**src/rtl/modexp_engine.sv**
```systemverilog
// modexp_engine: result = base^exponent mod modulus by right-to-left square-and-multiply over shift-add mulmod (in: clk rst start base exponent modulus; out: busy done result)
module modexp_engine #(
  parameter int W = 16
) (
  input  logic         clk,
  input  logic         rst,
  input  logic         start,
  input  logic [W-1:0] base,
  input  logic [W-1:0] exponent,
  input  logic [W-1:0] modulus,
  output logic         busy,
  output logic         done,
  output logic [W-1:0] result
);
  localparam int CW = $clog2(W);
  typedef enum logic [2:0] {IDLE, REDUCE, MUL, SQR, DONE} state_t;
  state_t state;
  logic [W-1:0] base_q, exp_q, n_q, b, r, mop;
  logic [W:0] acc, nn, aop, d, d1, e, e1;
  logic [CW-1:0] j, i;
  always_comb begin
    nn = {1'b0, n_q};
    mop = state == REDUCE ? base_q : b;
    aop = state == REDUCE ? (W+1)'(1) : state == MUL ? {1'b0, r} : {1'b0, b};
    d = acc + acc;
    d1 = d >= nn ? d - nn : d;
    e = d1 + (mop[j] ? aop : '0);
    e1 = e >= nn ? e - nn : e;
  end
  always_ff @(posedge clk) begin
    if (rst) begin
      state  <= IDLE;
      busy   <= 1'b0;
      done   <= 1'b0;
      result <= '0;
      base_q <= '0;
      exp_q  <= '0;
      n_q    <= '0;
      b      <= '0;
      r      <= '0;
      acc    <= '0;
      j      <= '0;
      i      <= '0;
    end else begin
      case (state)
        IDLE: begin
          done <= 1'b0;
          if (start) begin
            base_q <= base;
            exp_q  <= exponent;
            n_q    <= modulus;
            r      <= modulus > W'(1) ? W'(1) : '0;
            acc    <= '0;
            j      <= CW'(W-1);
            i      <= '0;
            busy   <= 1'b1;
            state  <= REDUCE;
          end
        end
        REDUCE: begin
          acc <= j == '0 ? '0 : e1;
          j   <= j - 1'b1;
          if (j == '0) begin
            b     <= e1[W-1:0];
            state <= MUL;
          end
        end
        MUL: begin
          acc <= j == '0 ? '0 : e1;
          j   <= j - 1'b1;
          if (j == '0) begin
            if (exp_q[i]) r <= e1[W-1:0];
            state <= SQR;
          end
        end
        SQR: begin
          acc <= j == '0 ? '0 : e1;
          j   <= j - 1'b1;
          if (j == '0) begin
            b     <= e1[W-1:0];
            i     <= i + 1'b1;
            state <= MUL;
          end
          // the last square is discarded, so its final step is replaced by DONE
          if (i == CW'(W-1) && j == CW'(1)) state <= DONE;
        end
        DONE: begin
          result <= n_q == '0 ? '0 : r;
          done   <= 1'b1;
          busy   <= 1'b0;
          state  <= IDLE;
        end
        default: state <= IDLE;
      endcase
    end
  end
endmodule
```
**config.mk**
```make
export PLATFORM = sky130hd
export DESIGN_NAME = modexp_engine
export DESIGN_NICKNAME = d
export VERILOG_FILES = /design/src/rtl/modexp_engine.sv
export SDC_FILE = /design/constraint.sdc
export NUM_CORES = 1
export LEC_CHECK = 0
export ABC_AREA = 1
export BUFFER_PORTS_ARGS = -buffer_cell sky130_fd_sc_hd__buf_2
export CAP_MARGIN = 20
export CORE_MARGIN = 1
export CORE_UTILIZATION = 36
export CTS_CLUSTER_SIZE = 40
export DETAILED_ROUTE_END_ITERATION = 8
export PLACE_DENSITY_LB_ADDON = 0.12
export SLEW_MARGIN = 10
export SYNTH_ARGS = -nofsm -noshare
export SYNTH_HDL_FRONTEND = slang
export SYNTH_SLANG_ARGS = --single-unit
```
**constraint.sdc**
```tcl
create_clock -name clk -period 4.9 [get_ports clk]
set_input_delay 0.245 -clock clk [delete_from_list [all_inputs] [get_ports clk]]
set_output_delay 0.245 -clock clk [all_outputs]
set_load 0.1 [all_outputs]
```
==> impl_metrics.env <==
export IMPL_run_status="complete, but fails checks"
export IMPL_violations="setup timing"
export IMPL_overflow=0
export IMPL_synth_adder_area_share_pct=8.29
export IMPL_synthDistinctLibCells=52
export IMPL_die_h_um=155
export IMPL_rsz0062_at_grt="true"
export IMPL_coreArea_um2=22800
export IMPL_drc=0
export IMPL_synth_nets=1353
export IMPL_synth_warning_count=0
export IMPL_placed_inst_area_um2=10500
export IMPL_drv_slew=0
export IMPL_clk_pin_slew_worst_paths_ns=0.07
export IMPL_design_final_nets=1627
export IMPL_cts_hold_fix_buffers=0
export IMPL_routed_via_count=9417
export IMPL_cts_tree="yes"
export IMPL_area_delta_synth_final_pct=44.3
export IMPL_detailedRoute_firstIterationViolations=499
export IMPL_slew_headroom_pct=43.1
export IMPL_routed_wire_length_per_instance_um=16.8
export IMPL_chipWidth_um=155
export IMPL_final_min_period_over_clock_period_pct=105
export IMPL_post_synth_simple_gate_area_pct=27.3
export IMPL_final_fill_count=2261
export IMPL_dpl_hpwl_mm=23.6
export IMPL_dominant_combinational_cell_family_by_area_after_synthesis="simple AND/OR/NAND/NOR gates"
export IMPL_grt_max_degree=54
export IMPL_kind_of_launch_point_of_the_worst_setup_path="flop"
export IMPL_worstHoldEndpoint="exp_q[9]$_SDFFE_PP0P_"
export IMPL_cts_sinks=125
export IMPL_ff2ff_setup_slack_ns=-0.26
export IMPL_grt_antenna_before_repair=0
export IMPL_synth_mux_area_fraction_pct=0
export IMPL_worst_slew_pin_transition_ns=0.852
export IMPL_syn_area_um2=8420
export IMPL_cts_path_max_buffers=2
export IMPL_synthesized_netlist_cell_count=1248
export IMPL_multi_input_logic_area_um2=5900
export IMPL_critical_path_reg2reg_startpoint="n_q[13]$_SDFFE_PP0P_"
export IMPL_report_final_setup_viol=48
export IMPL_path_buf_inv=8
export IMPL_cpLargestDelayFamily="compound AO/OA/AOI/OAI gates"
export IMPL_cts_root_buf="sky130_fd_sc_hd__clkbuf_16"
export IMPL_worst_r2r_endpoint="acc[14]$_SDFFE_PP0P_"
export IMPL_synth_enable_flop_cells=0
export IMPL_synth_seq_cells=125
export IMPL_grt_pass1_wl_mm=48.1
export IMPL_r2r_cells=30
export IMPL_drv_cap=0
export IMPL_clock_fmax_mhz=194
export IMPL_drive_above_1_share_pct=35.6
export IMPL_route_final_wire_length_mm=31.1
export IMPL_htree_levels=4
export IMPL_timing_hold_worst_class="in -> reg"
export IMPL_route_detailed_vias_per_inst=5.10
export IMPL_yosys_most_used_dff="sky130_fd_sc_hd__dfxtp_1"
export IMPL_worst_hold_depth=3
export IMPL_period_minus_slack_ns=5.16
export IMPL_die_area_um2=24000
export IMPL_syn_avg_cell_area_um2=6.75
export IMPL_crit_path_top_delay_cell="sky130_fd_sc_hd__a221oi_2"
export IMPL_ant_nets=0
export IMPL_setup_slack_ns=-0.256
export IMPL_worstPathMaxFanout=6
export IMPL_worst_ep_required_time_ns=5.19
export IMPL_timing_final_hold_violations=0
export IMPL_drt_first_pass_iters=5
export IMPL_numCtsBuffers=17
export IMPL_ys_seq_area_share_pct=29.7
export IMPL_proportion_of_register_bits_with_asynchronous_set_or_reset_after_synthesis_pct=0
export IMPL_timing_clock_skew_ns=0.00986
export IMPL_initial_core_util_pct=37.0
export IMPL_number_of_buffers_added_on_ports=68
export IMPL_antenna_diodes=0
export IMPL_layout_area_seq_um2=2530
export IMPL_worstSkewPairLatency_ns=0.43
export IMPL_placement_rows=55
export IMPL_criticalPathCategory="reg -> reg"
export IMPL_io_pins=69
export IMPL_worst_path_largest_cell_delay_ns=0.35
export IMPL_critical_path_top_cell_by_count="sky130_fd_sc_hd__buf_4"
export IMPL_utilization_pct=53.4
export IMPL_fin_area_um2=12200
export IMPL_endpoint_kind="flop"
export IMPL_timing_hold_worst_start="exponent[9]"
export IMPL_synth_compound_area_share_pct=21.3
export IMPL_grt_pass1_vias=9114
export IMPL_cp_data_arrival_time_ns=5.44
export IMPL_globalRouteTotalUtil_pct=26.1
export IMPL_yosys_area_share_xor_xnor_pct=4.05
export IMPL_gpl_final_weighted_congestion=0.872
==> sequential cells by signal (all words and copies together) (netlist names) <==
signal	flops
acc	16
b	16
base_q	16
exp_q	16
n_q	16
r	16
result	16
i	4
j	4
state	3
busy	1
done	1
==> cells in the mapped netlist (6+ instances only) <==
cell type	n	area [um2]
sky130_fd_sc_hd__inv_1	132	495
sky130_fd_sc_hd__dfxtp_1	125	2500
sky130_fd_sc_hd__nor2_1	59	221
sky130_fd_sc_hd__a31oi_1	7	43.8
sky130_fd_sc_hd__ha_1	51	638
sky130_fd_sc_hd__clkbuf_1	39	146
sky130_fd_sc_hd__xnor2_1	20	175
sky130_fd_sc_hd__nor4_1	7	43.8
sky130_fd_sc_hd__a21o_1	6	45.0
sky130_fd_sc_hd__inv_2	7	26.3
sky130_fd_sc_hd__or2_4	9	78.8
sky130_fd_sc_hd__nand3_1	80	400
sky130_fd_sc_hd__nand2_1	272	1020
sky130_fd_sc_hd__xor2_1	19	166
sky130_fd_sc_hd__o21bai_1	6	45.0
sky130_fd_sc_hd__o21ai_0	115	576
sky130_fd_sc_hd__nor3_1	27	135
sky130_fd_sc_hd__nand2_4	13	146
sky130_fd_sc_hd__nand4_1	6	37.5
sky130_fd_sc_hd__nor2_2	6	37.5
sky130_fd_sc_hd__a21oi_1	179	896
sky130_fd_sc_hd__nand2_2	9	56.3
sky130_fd_sc_hd__o211ai_1	9	67.6
==> worst register-to-register path: cells and delay by family (launching register included) <==
family                   cells  cell delay [ns]
AO/OA/AOI/OAI                8             1.61
buffers and inverters        8             1.04
AND/OR/NAND/NOR             10             0.97
adder cells (fa/ha/maj)      3             0.93
flip-flops                   1             0.33
XOR/XNOR                     1             0.12
==> layer usage <==
metal,GRT usage (%),part of all wire [%]
met2,42.8,45
met5,0,0
met4,9.76,3.4
met1,34.1,46
met3,4.57,5.0
==> how the worst max path moves through the flow <==
| stage | start | to | cells after the start |
|---|---|---|---|
| final | n_q[13]$_SDFFE_PP0P_ | acc[14]$_SDFFE_PP0P_ | 30 |
| after global routing | n_q[13]$_SDFFE_PP0P_ | b[7]$_SDFFE_PP0P_ | 37 |
| after CTS | n_q[13]$_SDFFE_PP0P_ | r[15]$_SDFFE_PP0P_ | 31 |
| after detailed placement | n_q[1]$_SDFFE_PP0P_ | b[13]$_SDFFE_PP0P_ | 33 |
| after global placement | n_q[1]$_SDFFE_PP0P_ | b[13]$_SDFFE_PP0P_ | 33 |
| after floorplan | n_q[1]$_SDFFE_PP0P_ | b[15]$_SDFFE_PP0P_ | 33 |
==> placed cells by master, fill, tap and decap left out, types with 19 or more instances in the layout <==
cell type                 synthesis  layout
sky130_fd_sc_hd__o21ai_0        115      99
sky130_fd_sc_hd__nand2_2          9      33
sky130_fd_sc_hd__buf_4            1     214
sky130_fd_sc_hd__buf_2            5      69
sky130_fd_sc_hd__dfxtp_1        125     106
sky130_fd_sc_hd__inv_1          132     119
sky130_fd_sc_hd__nand2_1        272     244
sky130_fd_sc_hd__a21oi_1        179     163
sky130_fd_sc_hd__dfxtp_2          0      19
sky130_fd_sc_hd__nand3_1         80      64
sky130_fd_sc_hd__ha_4             0      24
sky130_fd_sc_hd__nor2_1          59      50
sky130_fd_sc_hd__ha_1            51      26
==> metrics by stage <==
step | worst slack, ns | TNS [ns] | hold slack [ns] | instances
finish | -0.256 | -5.53 | 0.0763 | 1848
global route | -0.470 | -18.18 | 0.0731 | 1848
CTS | -0.0292 | -0.131 | 0.0738 | 1836
detailed placement | -0.546 | -23.24 | 0.452 | 1785
global placement | -0.597 | -25.71 | 0.444 | 1785
floorplan | 0.0581 | 0 | 0.410 | 1248
==> final cells by class <==
class	instances	area share, %
timing repair inverter	1	0.0617
multi-input combinational	930	48.5
timing repair buffer	305	18.3
clock inverter	14	1.10
tap	313	3.22
sequential	125	20.8
clock buffer	18	3.53
inverter	142	4.46
==> timing repair <==
| item | CTS | global route |
|---|---|---|
| pin swaps | 34 | 47 |
| cloned | 3 | 0 |
| buffers inserted | 17 | 12 |
| endpoints found under the setup margin | 48 | 48 |
| gates resized for setup | 138 | 77 |
==> kinds of logic (layout without fill, tap and decap cells) <==
| family | count (synthesis) | count (layout) |
|---|---|---|
| simple gates | 501 | 501 |
| compound gates | 336 | 336 |
| buf+inv | 193 | 480 |
| flops | 125 | 125 |
| fa+ha+maj | 54 | 54 |
| xor+xnor | 39 | 39 |
Power is left out: the tool's default activity adds up to more than one toggle a clock period on the data nets, which glitch-free logic cannot reach.
